$ cat src/rtl/kbd_cmd_decoder.sv
// PS/2 Set-2 make/break decoder: glyph select, colour/fill and cursor pulses, typematic suppression.
// Define KBD_CMD_DECODER_REPEAT_EN to let every make (including repeats) execute its action.
module kbd_cmd_decoder #(
    parameter int NUM_CHARS   = 4,
    parameter int ADDR_W      = 6,
    parameter int CHAR_STRIDE = 16,
    parameter int TIMEOUT     = 1024
) (
    input  logic              clock,
    input  logic              reset,
    input  logic              flag,
    input  logic [7:0]        scancode,
    output logic [ADDR_W-1:0] start_address_out,
    output logic              char_enable,
    output logic              r,
    output logic              g,
    output logic              b,
    output logic              f,
    output logic [2:0]        up,
    output logic              seq_err
);

    localparam int CNT_W = $clog2(TIMEOUT);

    localparam logic [1:0] ST_IDLE    = 2'd0;
    localparam logic [1:0] ST_EXT     = 2'd1;
    localparam logic [1:0] ST_BRK     = 2'd2;
    localparam logic [1:0] ST_EXT_BRK = 2'd3;

    // Digit keys in glyph order 1..9,0
    localparam logic [7:0] DIGIT_CODES [10] = '{
        8'h16, 8'h1E, 8'h26, 8'h25, 8'h2E, 8'h36, 8'h3D, 8'h3E, 8'h46, 8'h45
    };

    logic [1:0]       r_state;
    logic [CNT_W-1:0] r_cnt;
    logic [8:0]       r_held;
    logic             r_held_valid;

    logic [1:0]        w_state_next;
    logic              w_is_e0;
    logic              w_is_f0;
    logic              w_ext;
    logic              w_brk;
    logic              w_final;
    logic              w_expire;
    logic              w_repeat;
    logic              w_do_make;
    logic [8:0]        w_key;
    logic [9:0]        w_digit_hit;
    logic              w_digit_any;
    logic [ADDR_W-1:0] w_addr_part [10];
    logic [ADDR_W-1:0] w_digit_addr;

    assign w_is_e0  = (scancode == 8'hE0);
    assign w_is_f0  = (scancode == 8'hF0);
    assign w_ext    = (r_state == ST_EXT) || (r_state == ST_EXT_BRK);
    assign w_brk    = (r_state == ST_BRK) || (r_state == ST_EXT_BRK);
    assign w_final  = flag && !w_is_e0 && !w_is_f0;
    assign w_key    = {w_ext, scancode};
    assign w_expire = !flag && (r_state != ST_IDLE) && (r_cnt == CNT_W'(TIMEOUT - 1));

`ifdef KBD_CMD_DECODER_REPEAT_EN
    assign w_repeat = 1'b0;
`else
    assign w_repeat = r_held_valid && (r_held == w_key);
`endif

    assign w_do_make = w_final && !w_brk && !w_repeat;

    // Only digits below NUM_CHARS are live; the others never hit.
    generate
        for (genvar gi = 0; gi < 10; gi++) begin : g_digit
            if (gi < NUM_CHARS) begin : g_on
                assign w_digit_hit[gi] = (scancode == DIGIT_CODES[gi]);
                assign w_addr_part[gi] = w_digit_hit[gi] ? ADDR_W'(gi * CHAR_STRIDE) : '0;
            end else begin : g_off
                assign w_digit_hit[gi] = 1'b0;
                assign w_addr_part[gi] = '0;
            end
        end
    endgenerate

    assign w_digit_any = |w_digit_hit;

    always_comb begin
        w_digit_addr = '0;
        for (int i = 0; i < 10; i++) begin
            w_digit_addr = w_digit_addr | w_addr_part[i];
        end
    end

    always_comb begin
        w_state_next = r_state;
        if (flag) begin
            case (r_state)
                ST_IDLE:  w_state_next = w_is_e0 ? ST_EXT : (w_is_f0 ? ST_BRK : ST_IDLE);
                ST_EXT:   w_state_next = w_is_f0 ? ST_EXT_BRK : (w_is_e0 ? ST_EXT : ST_IDLE);
                ST_BRK:   w_state_next = w_is_e0 ? ST_EXT_BRK : (w_is_f0 ? ST_BRK : ST_IDLE);
                default:  w_state_next = (w_is_e0 || w_is_f0) ? ST_EXT_BRK : ST_IDLE;
            endcase
        end else if (w_expire) begin
            w_state_next = ST_IDLE;
        end
    end

    always_ff @(posedge clock or posedge reset) begin
        if (reset) begin
            r_state      <= ST_IDLE;
            r_cnt        <= '0;
            r_held       <= '0;
            r_held_valid <= 1'b0;
        end else begin
            r_state <= w_state_next;
            if (flag || w_expire || (r_state == ST_IDLE)) begin
                r_cnt <= '0;
            end else begin
                r_cnt <= r_cnt + CNT_W'(1);
            end
            if (w_final) begin
                if (!w_brk) begin
                    r_held       <= w_key;
                    r_held_valid <= 1'b1;
                end else if (r_held == w_key) begin
                    r_held_valid <= 1'b0;
                end
            end
        end
    end

    // Pulses default low every cycle; only an executed make or an expiry raises them.
    always_ff @(posedge clock or posedge reset) begin
        if (reset) begin
            start_address_out <= '0;
            char_enable       <= 1'b0;
            r                 <= 1'b0;
            g                 <= 1'b0;
            b                 <= 1'b0;
            f                 <= 1'b0;
            up                <= 3'b000;
            seq_err           <= 1'b0;
        end else begin
            r       <= 1'b0;
            g       <= 1'b0;
            b       <= 1'b0;
            f       <= 1'b0;
            up      <= 3'b000;
            seq_err <= w_expire;
            if (w_do_make) begin
                if (!w_ext) begin
                    if (w_digit_any) begin
                        start_address_out <= w_digit_addr;
                        char_enable       <= 1'b1;
                    end
                    case (scancode)
                        8'h2D:   r <= 1'b1;
                        8'h34:   g <= 1'b1;
                        8'h32:   b <= 1'b1;
                        8'h2B:   f <= 1'b1;
                        8'h76:   char_enable <= 1'b0;
                        default: ;
                    endcase
                end else begin
                    case (scancode)
                        8'h75:   up <= 3'b100;
                        8'h72:   up <= 3'b011;
                        8'h6B:   up <= 3'b001;
                        8'h74:   up <= 3'b010;
                        default: ;
                    endcase
                end
            end
        end
    end

endmodule
$ cat config.mk
export PLATFORM = sky130hd
export DESIGN_NAME = kbd_cmd_decoder
export DESIGN_NICKNAME = d
export VERILOG_FILES = /design/src/rtl/kbd_cmd_decoder.sv
export SDC_FILE = /design/constraint.sdc
export NUM_CORES = 1
export LEC_CHECK = 0
export ABC_CLOCK_PERIOD_IN_PS = 1900
export CAP_MARGIN = 30
export CORE_MARGIN = 2
export CORE_UTILIZATION = 45
export CTS_BUF_LIST = sky130_fd_sc_hd__clkbuf_16
export DETAILED_ROUTE_END_ITERATION = 8
export GPL_ROUTABILITY_DRIVEN = 0
export PLACE_DENSITY_LB_ADDON = 0.25
export REMOVE_ABC_BUFFERS = 1
export SETUP_SLACK_MARGIN = 0.05
export SYNTH_ARGS = -nofsm -noshare
export SYNTH_HDL_FRONTEND = slang
export SYNTH_SLANG_ARGS = --single-unit
$ cat constraint.sdc
create_clock -name clock -period 1.9 [get_ports clock]
set_input_delay 0.19 -clock clock [delete_from_list [all_inputs] [get_ports clock]]
set_output_delay 0.19 -clock clock [all_outputs]
set_load 0.01 [all_outputs]
==> impl_metrics.json <==
{
  "outcome": "completed",
  "crit_required_ns": 2.06,
  "die-area_sq_um": 4220,
  "grt_pass1_vias": 1338,
  "vdd_drop_max_uv": 466,
  "hold_violations": 0,
  "postRouteAntennaNets": 0,
  "synth_warnings": 0,
  "worst_setup_path_start_kind": "input pin",
  "antenna_found_initial": 0,
  "synth_area_leader_cell": "dfrtp_1",
  "synth.distinct_cells": 39,
  "chipHeight_um": 64.9,
  "rows": 22,
  "finalPower_w": 0.00179,
  "cts_buffers": 5,
  "clock_sinks": 33,
  "routed_wl_um": 3510,
  "crit_chain": "clkdlybuf4s50_1, or4b_4, nor3_4, o2111ai_2, nor2b_4, mux2_1",
  "crit_path_top_delay_cell": "or4b_4",
  "finalClockSkew_ns": 0.00393,
  "hp-class": "input pin to async pin",
  "postCtsHoldBufs": 0,
  "initial_utilization": 0.463,
  "avgRoutedWirePerCell_um": 14.2,
  "drv_cap": 0,
  "drv_slew": 0,
  "vias": 1269,
  "synth-async-reset-ratio": 1.00,
  "ys_ff_latch": 33,
  "grt.total_usage": 0.189,
  "rsz0062_at_grt": "yes",
  "seq_area_frac_synth": 0.494,
  "syn_inst": 157,
  "finalSetupTns_ns": 0,
  "synth_edf_count": 0,
  "setup_violations": 0,
  "syn_to_final_growth_pct": 32.2,
  "cts_root_buffer": "clkbuf_16",
  "path_clk_slew_ns": 0.05,
  "synth_common_cells": "dfrtp_1 (33), xor2_1 (13), nor3_1 (12)",
  "viasPerCell": 5.12,
  "synth_area_sq_um": 1670,
  "endpoint_kind": "flop",
  "synthMostInstantiatedCell": "dfrtp_1",
  "path_delay_family": "simple AND/OR/NAND/NOR gates",
  "hpwlAfterDp_um": 2510,
  "grt_max_degree": 34,
  "max_clock_freq_ghz": 0.559,
  "slowest_delay_ns": 0.57,
  "grt_pass1_wl_um": 6030,
  "avgSynthCellArea_sq_um": 10.6,
  "worst-path-max-fanout": 2,
  "drive_above_1_share": 0.235,
  "drc": 0,
  "drt-initial-drc-count": 31,
  "period_share": 0.942,
  "power_leakage_nw": 0.971,
  "path_class": "input pin to flop",
  "overflow": 0,
  "synthTopCellsByArea": "dfrtp_1 (49%), xor2_1 (6.8%), mux2_2 (6.1%), nor3_1 (3.6%), xnor2_1 (2.6%)",
  "cts.htree.levels": 2,
  "synth_ff_type": "dfrtp_1",
  "finalCriticalPeriod_ns": 1.79,
  "io_buffers": 21,
  "critical_path_buf_inv_count": 1,
  "cts_tree": "done",
  "arrival_ns": 1.95,
  "nets": 211,
  "first_pass_iters": 4,
  "core_area_sq_um": 3610,
  "antenna_cells": 0,
  "io_pins": 26,
  "synth_top_area_frac": 0.494,
  "cts_buffer_depth": 2,
  "p_per_area_nw_per_um2": 810,
  "clkLatencyLatePin_ns": 0.27,
  "dieWidth_um": 64.9
}
-- where the power goes --
group / switching (W) / internal [W] / leakage (nW) / total, W
combinational: 0.000134 / 0.000135 / 0.473 / 0.000270
clock: 0.000273 / 0.000472 / 0.0687 / 0.000745
sequential: 0.0000281 / 0.000745 / 0.429 / 0.000773
total: 0.000435 / 0.00135 / 0.971 / 0.00179
-- flip-flops by register name (all words and copies together) (netlist names) --
| signal | count |
|---|---|
| start_address_out | 2 |
| up | 3 |
| r_state | 2 |
| seq_err | 1 |
| r | 1 |
| r_held | 9 |
| b | 1 |
| char_enable | 1 |
| r_cnt | 10 |
| r_held_valid | 1 |
| g | 1 |
| f | 1 |
-- layout make-up --
cell class              instances  area (sq um)
clock buffers                   5           125
well taps                      48          60.1
fillers                       299          1400
inverters                       5          18.8
multi-input cells             110           779
flip-flops and latches         33           826
repair buffers                 44           387
clock inverters                 3          12.5
-- cell families (layout without fill, tap and decap cells) --
kind of cell	after synthesis	in the layout	synth area share
XOR/XNOR	18	18	0.0944
AND/OR/NAND/NOR	63	63	0.219
AO/OA/AOI/OAI	14	14	0.0592
flip-flops	33	33	0.494
adder cells (fa/ha/maj)	1	1	0.00749
buffers and inverters	17	57	0.0562
other	1	4	0.00225
multiplexers	10	10	0.0674
-- layer usage --
layer | wire, um | global-route usage
met5 | 0 | 0
met4 | 69 | 0.0771
met3 | 160 | 0.0608
met1 | 1560 | 0.234
met2 | 1730 | 0.305
-- path summary, 6_finish.rpt --
check,startpoint,to,slack (ns),depth (start not counted)
max reg2reg,r_held[1]$_DFFE_PP0P_,char_enable$_DFFE_PP0P_,0.17,6
max,scancode[7],start_address_out[4]$_DFFE_PP0P_,0.11,6
min reg2reg,r_held_valid$_DFFE_PP0P_,r_held_valid$_DFFE_PP0P_,0.47,1
max in group asynchronous,reset,r_cnt[4]$_DFF_PP0_,1.29,3
min,reset,r_cnt[9]$_DFF_PP0_,0.30,3
min in group clock,scancode[6],g$_DFF_PP0_,0.38,3
-- per-stage QoR --
stage	worst slack, ns	cell area, sq um	utilization	hold WS (ns)	std cells
2_1_floorplan	0.298	1610	-	0.260	148
3_3_place_gp	-0.187	2050	0.568	0.467	240
3_5_place_dp	-0.214	2050	0.568	0.466	240
4_1_cts	0.0633	2190	0.607	0.327	248
5_1_grt	0.0370	2210	0.612	0.363	248
6_report	0.111	2210	0.612	0.304	248
-- cell usage in the layout, fill, tap and decap left out, types with 5 or more instances in the layout --
master	count
nand3_1	7
buf_4	22
inv_1	5
nor2_1	11
mux2_2	9
dfrtp_1	33
clkbuf_16	5
clkdlybuf4s50_1	18
xnor2_1	5
xor2_1	13
nor3_1	10
nand2_1	10
-- tightest hold or removal path, stage by stage --
cell	delay, ns
clkdlybuf4s50_1	0.40
inv_1	0.05
buf_4	0.36
-- what timing repair did --
action	in CTS	in global routing
pin swaps	2	0
setup buffers	0	0
resized for setup	3	4
endpoints found under the setup margin	2	20
Note: power is estimated with default switching activity, not from simulation.
